<file path="src/rtl/step_sequencer_param.sv">
// step_sequencer_param: steps a registered state index through a programmable
// range [0..eff_last] in WRAP, ONESHOT, PINGPONG or DOWN mode. The block also
// provides preload, pause, a one-cycle terminal-count pulse (tc) and a
// saturating count of tc events.
module step_sequencer_param #(
  parameter int NUM_STATES = 38,
  parameter int W          = 9,
  parameter int CNT_W      = 8
) (
  input  logic             clk,
  input  logic             rst,
  input  logic             start,
  input  logic             pause,
  input  logic [1:0]       mode,
  input  logic [W-1:0]     last_state,
  input  logic             load,
  input  logic [W-1:0]     load_value,
  output logic [W-1:0]     state,
  output logic             dir,
  output logic             tc,
  output logic             done,
  output logic [CNT_W-1:0] wrap_count
);

  localparam logic [1:0]       MODE_WRAP    = 2'b00;
  localparam logic [1:0]       MODE_ONESHOT = 2'b01;
  localparam logic [1:0]       MODE_PINGPNG = 2'b10;
  localparam logic [1:0]       MODE_DOWN    = 2'b11;
  localparam logic [W-1:0]     ZERO_W       = {W{1'b0}};
  localparam logic [W-1:0]     ONE_W        = {{(W-1){1'b0}}, 1'b1};
  localparam logic [W-1:0]     LAST_IDX     = W'(NUM_STATES - 1);
  localparam logic [CNT_W-1:0] CNT_MAX      = {CNT_W{1'b1}};
  localparam logic [CNT_W-1:0] CNT_ONE      = {{(CNT_W-1){1'b0}}, 1'b1};

  // Reject parameter sets the index register cannot represent.
  if (NUM_STATES < 2 || NUM_STATES > 512) begin : g_bad_num_states
    $error("step_sequencer_param: NUM_STATES must be in 2..512");
  end
  if ((2 ** W) < NUM_STATES) begin : g_bad_width
    $error("step_sequencer_param: W too small for NUM_STATES");
  end

  logic [W-1:0]     state_r, state_nx_s;
  logic             dir_r, dir_nx_s;
  logic             tc_r, tc_nx_s;
  logic             done_r, done_nx_s;
  logic [CNT_W-1:0] wrap_cnt_r, wrap_cnt_nx_s;
  logic [W-1:0]     eff_last_s;

  // Clamp the programmed final index to the physical range.
  always_comb begin
    if (last_state <= LAST_IDX) begin
      eff_last_s = last_state;
    end else begin
      eff_last_s = LAST_IDX;
    end
  end

  // State register: rst dominates, otherwise take the computed next values.
  always_ff @(posedge clk) begin
    if (rst) begin
      state_r    <= ZERO_W;
      dir_r      <= 1'b0;
      tc_r       <= 1'b0;
      done_r     <= 1'b0;
      wrap_cnt_r <= {CNT_W{1'b0}};
    end else begin
      state_r    <= state_nx_s;
      dir_r      <= dir_nx_s;
      tc_r       <= tc_nx_s;
      done_r     <= done_nx_s;
      wrap_cnt_r <= wrap_cnt_nx_s;
    end
  end

  // Next-state logic in priority order load > !start > pause > step.
  // Every +1/-1 sits behind a boundary test so the index never wraps.
  always_comb begin
    state_nx_s = state_r;
    dir_nx_s   = dir_r;
    done_nx_s  = done_r;
    tc_nx_s    = 1'b0;
    if (load) begin
      if (load_value <= eff_last_s) begin
        state_nx_s = load_value;
      end else begin
        state_nx_s = ZERO_W;
      end
      dir_nx_s  = (mode == MODE_DOWN);
      done_nx_s = 1'b0;
    end else if (!start) begin
      state_nx_s = ZERO_W;
      dir_nx_s   = 1'b0;
      done_nx_s  = 1'b0;
    end else if (pause) begin
      state_nx_s = state_r;
      dir_nx_s   = dir_r;
    end else if (state_r > eff_last_s) begin
      // Range shrank under the index: restart quietly from 0.
      state_nx_s = ZERO_W;
      dir_nx_s   = (mode == MODE_DOWN);
    end else begin
      case (mode)
        MODE_WRAP: begin
          dir_nx_s = 1'b0;
          if (state_r == eff_last_s) begin
            state_nx_s = ZERO_W;
            tc_nx_s    = 1'b1;
          end else begin
            state_nx_s = state_r + ONE_W;
          end
        end
        MODE_ONESHOT: begin
          dir_nx_s = 1'b0;
          if (state_r == eff_last_s) begin
            // Already at the end (mode entered late or degenerate range).
            state_nx_s = state_r;
            done_nx_s  = 1'b1;
          end else if ((state_r + ONE_W) == eff_last_s) begin
            // Arrival: done and tc become visible together with the end index.
            state_nx_s = state_r + ONE_W;
            done_nx_s  = 1'b1;
            tc_nx_s    = 1'b1;
          end else begin
            state_nx_s = state_r + ONE_W;
          end
        end
        MODE_PINGPNG: begin
          if (!dir_r) begin
            if (state_r == eff_last_s) begin
              tc_nx_s = 1'b1;
              if (eff_last_s == ZERO_W) begin
                state_nx_s = ZERO_W;
                dir_nx_s   = 1'b0;
              end else begin
                state_nx_s = eff_last_s - ONE_W;
                dir_nx_s   = 1'b1;
              end
            end else begin
              state_nx_s = state_r + ONE_W;
              dir_nx_s   = 1'b0;
            end
          end else begin
            if (state_r == ZERO_W) begin
              tc_nx_s  = 1'b1;
              dir_nx_s = 1'b0;
              if (eff_last_s == ZERO_W) begin
                state_nx_s = ZERO_W;
              end else begin
                state_nx_s = ONE_W;
              end
            end else begin
              state_nx_s = state_r - ONE_W;
              dir_nx_s   = 1'b1;
            end
          end
        end
        MODE_DOWN: begin
          dir_nx_s = 1'b1;
          if (state_r == ZERO_W) begin
            state_nx_s = eff_last_s;
            tc_nx_s    = 1'b1;
          end else begin
            state_nx_s = state_r - ONE_W;
          end
        end
        default: begin
          state_nx_s = state_r;
          dir_nx_s   = dir_r;
        end
      endcase
    end
  end

  // Saturating tc event counter; only the step path can raise tc.
  always_comb begin
    if (tc_nx_s && (wrap_cnt_r != CNT_MAX)) begin
      wrap_cnt_nx_s = wrap_cnt_r + CNT_ONE;
    end else begin
      wrap_cnt_nx_s = wrap_cnt_r;
    end
  end

  // Outputs come straight from registers so downstream decoders see no glitches.
  always_comb begin
    state      = state_r;
    dir        = dir_r;
    tc         = tc_r;
    done       = done_r;
    wrap_count = wrap_cnt_r;
  end

endmodule

</file>
<file path="config.mk">
export PLATFORM = sky130hd
export DESIGN_NAME = step_sequencer_param
export DESIGN_NICKNAME = d
export VERILOG_FILES = /design/src/rtl/step_sequencer_param.sv
export SDC_FILE = /design/constraint.sdc
export NUM_CORES = 1
export LEC_CHECK = 0
export BUFFER_PORTS_ARGS = -buffer_cell sky130_fd_sc_hd__buf_2
export CORE_MARGIN = 2
export CORE_UTILIZATION = 45
export DETAILED_ROUTE_END_ITERATION = 7
export GPL_ROUTABILITY_DRIVEN = 0
export MAX_ROUTING_LAYER = met4
export PLACE_DENSITY = 0.74
export SETUP_SLACK_MARGIN = 0.3
export SLEW_MARGIN = 20
export SYNTH_ARGS = -nofsm -noshare
export SYNTH_HDL_FRONTEND = slang
export SYNTH_SLANG_ARGS = --single-unit
</file>
<file path="constraint.sdc">
create_clock -name clk -period 9.1 [get_ports clk]
set_clock_uncertainty 0.05 [all_clocks]
set_input_delay 0 -clock clk [delete_from_list [all_inputs] [get_ports clk]]
set_output_delay 0 -clock clk [all_outputs]
set_load 0.02 [all_outputs]
</file>
==> results list <==
- Filler cell count in the final layout: 543
- Across the run, the number of max-cap violations was 0.
* WL final: 8270 µm
* Fraction of final layout cells sized beyond drive strength 1: 15.6%
- Static Leak: 0.00110 µW
* Post-cts gate resize count: 0
- Among all flip-flop cells after synthesis, the most frequent one is sky130_fd_sc_hd__dfxtp_1.
- The critical path starts at state[2].
- Area fraction of the dominant cell type after synthesis: 15.7%
* Instance count of the mapped netlist: between 300 and 400
- In the finished design, the share of the clock period the worst path needs comes to between 30% and 40%.
- Across all register-to-register paths, the minimum setup slack is 5.58 ns.
- Transition time at the pin with the least slew margin: 0.795 ns
* Horiz. Die Dim: ~79 µm
* Critical Path Fanout Max: 18
* # Post-CTS Setup Buffers: 0
- In this run the mean area of a mapped cell was 7.14 µm².
- Initial Utilization: 46.5%
- Async set-or-reset flop fraction in the synthesized netlist: 0%
- The critical path in this run is classified as reg -> reg.
- Hold WC Path Type: in -> reg
- Number of global-route vias before repair: 2667
- Clock tree synthesis selected as its root buffer the cell sky130_fd_sc_hd__clkbuf_8.
- The detailed router finished its first iteration with slightly below 500 violations.
- After the last flow step, the layout net total stands at ~430.
- Post-synthesis register bit count: 20
* Chip height: 79.2 µm
- Global Route Usage Sum: 26.7%
- Cell type contributing the most total cell area after synthesis: sky130_fd_sc_hd__dfxtp_1
* Global-route wire length before repair: 13000 µm
- Pwr per Cell Area: 105 mW/mm²
* Total negative slack for setup checks: 0 ns
- Global route total overflow: 0
- EDFF count, synth: 0
- Setup repair after global routing left no endpoint under its margin.
- After detailed placement, the design holds a cell count of 452.
- Entering global routing, the biggest net connects 21 pins.
- Layout-stage area growth over the synthesis result: 15.3%
- The clock passes through at most 2 buffers.
* Via count normalized by instance count: 6.61
* Total die area: around 0.0063 mm²
- The clock reaches the later pin of the worst-skew pair after 0.27 ns.
- For this run, design rule violations remaining after detail routing come to 0.
- The number of failing hold endpoints at the final stage came to 0.
- Setup violations remaining at the end of the flow were counted as 0.
- In the layout the commonest cells are sky130_fd_sc_hd__buf_2, sky130_fd_sc_hd__nand2_1, sky130_fd_sc_hd__nor2_1, sky130_fd_sc_hd__nor3_1, sky130_fd_sc_hd__dfxtp_1.
- Count of TritonRoute iterations in the first routing pass: 7
* Number of diodes added for antenna fixing: 0
- Clock-pin slew was measured on the worst setup and hold paths at 0.08 ns.
- Across all layers, the routed design uses 3069 vias.
- Final max-slew violation count: 0
- Post-synthesis sequential area ratio: 15.7%
- Post-route ant nets: 0
- Launch point of the worst hold path: load
- Quantity of I/O buffers inserted on ports: 44
- In this run the core area contains 27 standard-cell rows.
* Relative max-transition margin: 46.5%
* RR Startpoint: state[2]
* Final instance count without filler cells: 464
* Post-detailed-placement half-perimeter wirelength: 6150 µm
- TritonCTS built the clock tree.
- WP data arrival: between 3 and 4 ns
- DR WL/cell: 17.8 µm
- Kind of start point of the critical path: register
- Number of antenna violations at the first check in global routing: 0
- Capturing element type of the critical path: register
- Post-synth cell types: 68
- Hold timing on the final database bottoms out at a slack of 0.0486 ns.
- In this run the count of I/O pins placed on the die edge is 45.
* Run status: complete, no violations
* H-tree Lvls: 1
* Max Clk Rate: 284 MHz
- Leading cell type in the layout, fill and taps excluded: sky130_fd_sc_hd__buf_2
- After synthesis, the cell types taking the most area are sky130_fd_sc_hd__dfxtp_1, sky130_fd_sc_hd__ha_1, sky130_fd_sc_hd__nand2_1.
- The Yosys step of the flow raised 0 warnings.
- VDD sags by at most 0.0597 mV.
- The core region is 0.00547 mm².
* Worst endpoint required time: 9.24 ns
- Number of sinks on the clock net: 20
* Cell area after synthesis: approximately 0.0025 mm²
- CTS buffer count: 3
- Minimum clock period: approximately 3.5 ns
-- what timing repair did --
action                                  in CTS  in global routing
hold buffers                                 8                  0
hold endpoints to repair                     8                  0
endpoints found under the setup margin       0                  0
-- Yosys cell counts (3+ instances only) --
| master | count |
|---|---|
| sky130_fd_sc_hd__a2111oi_0 | 3 |
| sky130_fd_sc_hd__a211oi_1 | 5 |
| sky130_fd_sc_hd__a21o_1 | 3 |
| sky130_fd_sc_hd__a21oi_1 | 16 |
| sky130_fd_sc_hd__a221o_1 | 7 |
| sky130_fd_sc_hd__a31oi_1 | 7 |
| sky130_fd_sc_hd__and3_1 | 4 |
| sky130_fd_sc_hd__and4b_1 | 3 |
| sky130_fd_sc_hd__clkbuf_1 | 22 |
| sky130_fd_sc_hd__dfxtp_1 | 20 |
| sky130_fd_sc_hd__ha_1 | 16 |
| sky130_fd_sc_hd__inv_1 | 11 |
| sky130_fd_sc_hd__mux2i_1 | 4 |
| sky130_fd_sc_hd__nand2_1 | 34 |
| sky130_fd_sc_hd__nand2b_1 | 5 |
| sky130_fd_sc_hd__nand3_1 | 18 |
| sky130_fd_sc_hd__nand4_1 | 7 |
| sky130_fd_sc_hd__nor2_1 | 22 |
| sky130_fd_sc_hd__nor2b_1 | 7 |
| sky130_fd_sc_hd__nor3_1 | 20 |
| sky130_fd_sc_hd__nor4_1 | 7 |
| sky130_fd_sc_hd__o211ai_1 | 7 |
| sky130_fd_sc_hd__o21a_1 | 5 |
| sky130_fd_sc_hd__o21ai_0 | 16 |
| sky130_fd_sc_hd__o22ai_1 | 3 |
| sky130_fd_sc_hd__o31ai_1 | 9 |
| sky130_fd_sc_hd__or2_2 | 3 |
| sky130_fd_sc_hd__or3_1 | 7 |
| sky130_fd_sc_hd__or4_1 | 7 |
| sky130_fd_sc_hd__xnor2_1 | 10 |
| sky130_fd_sc_hd__xor2_1 | 4 |
-- per-layer routing --
metal | global-route usage, % | vias up | share of wire (%)
li1 | - | 1439 | -
met1 | 36.4 | 1381 | 42
met4 | 7.41 | 0 | 2.8
met2 | 39.5 | 213 | 42
met5 | - | - | 0
met3 | 6.02 | 36 | 12
-- worst max-delay path, stage by stage, from the launching register on --
cell and delay (ns):
sky130_fd_sc_hd__dfxtp_1 0.55, sky130_fd_sc_hd__nor4_1 0.80, sky130_fd_sc_hd__nand3_1 0.61, sky130_fd_sc_hd__a31oi_1 0.33, sky130_fd_sc_hd__o41ai_1 0.10, sky130_fd_sc_hd__o31a_1 0.26, sky130_fd_sc_hd__or4_1 0.51, sky130_fd_sc_hd__a211oi_1 0.22
-- metrics by stage --
step | setup slack [ns] | power, µW | area, µm² | utilization, %
floorplan | 6.01 | 182 | 2560 | -
finish | 5.58 | 309 | 2940 | 53.7
global route | 5.33 | 324 | 2940 | 53.7
global placement | 5.57 | 210 | 2790 | 50.9
detailed placement | 5.53 | 212 | 2790 | 50.9
CTS | 5.67 | 306 | 2940 | 53.7
-- where the power goes --
| group | internal, µW | switching, µW |
|---|---|---|
| clock network | 58.8 | 32.5 |
| logic | 45.0 | 71.1 |
| registers | 90.5 | 10.8 |
| total | 194 | 114 |
-- sequential cells by signal, summed over array words and instances (netlist names) --
signal      cells
tc              1
state           9
wrap_count      8
dir             1
done            1
-- area by class of cell --
| cell class | instances | area (µm²) | area share [%] |
|---|---|---|---|
| Tap cell | 72 | 90.1 | 3.07 |
| Timing Repair Buffer | 53 | 308 | 10.5 |
| Inverter | 13 | 48.8 | 1.66 |
| Clock buffer | 3 | 41.3 | 1.41 |
| Sequential cell | 20 | 400 | 13.6 |
| Clock inverter | 1 | 30.0 | 1.02 |
| Multi-Input combinational cell | 302 | 2020 | 68.7 |
-- logic make-up after synthesis --
family          Yosys count  synth area share (%)
xor+xnor                 14                  4.81
mux                       5                  2.01
flops                    20                  15.7
buf+inv                  39                  5.85
fa+ha+maj                16                  7.86
other cells               1                 0.147
simple gates            155                  32.5
compound gates          107                  31.1
-- path summary, 6_finish.rpt --
check	cells after the start	endpoint
setup / recovery	7	wrap_count[6]
hold / removal	3	state[4]
setup reg to reg	7	wrap_count[6]
hold reg to reg	2	wrap_count[5]
No activity file was read; power rests on OpenSTA's default activity.
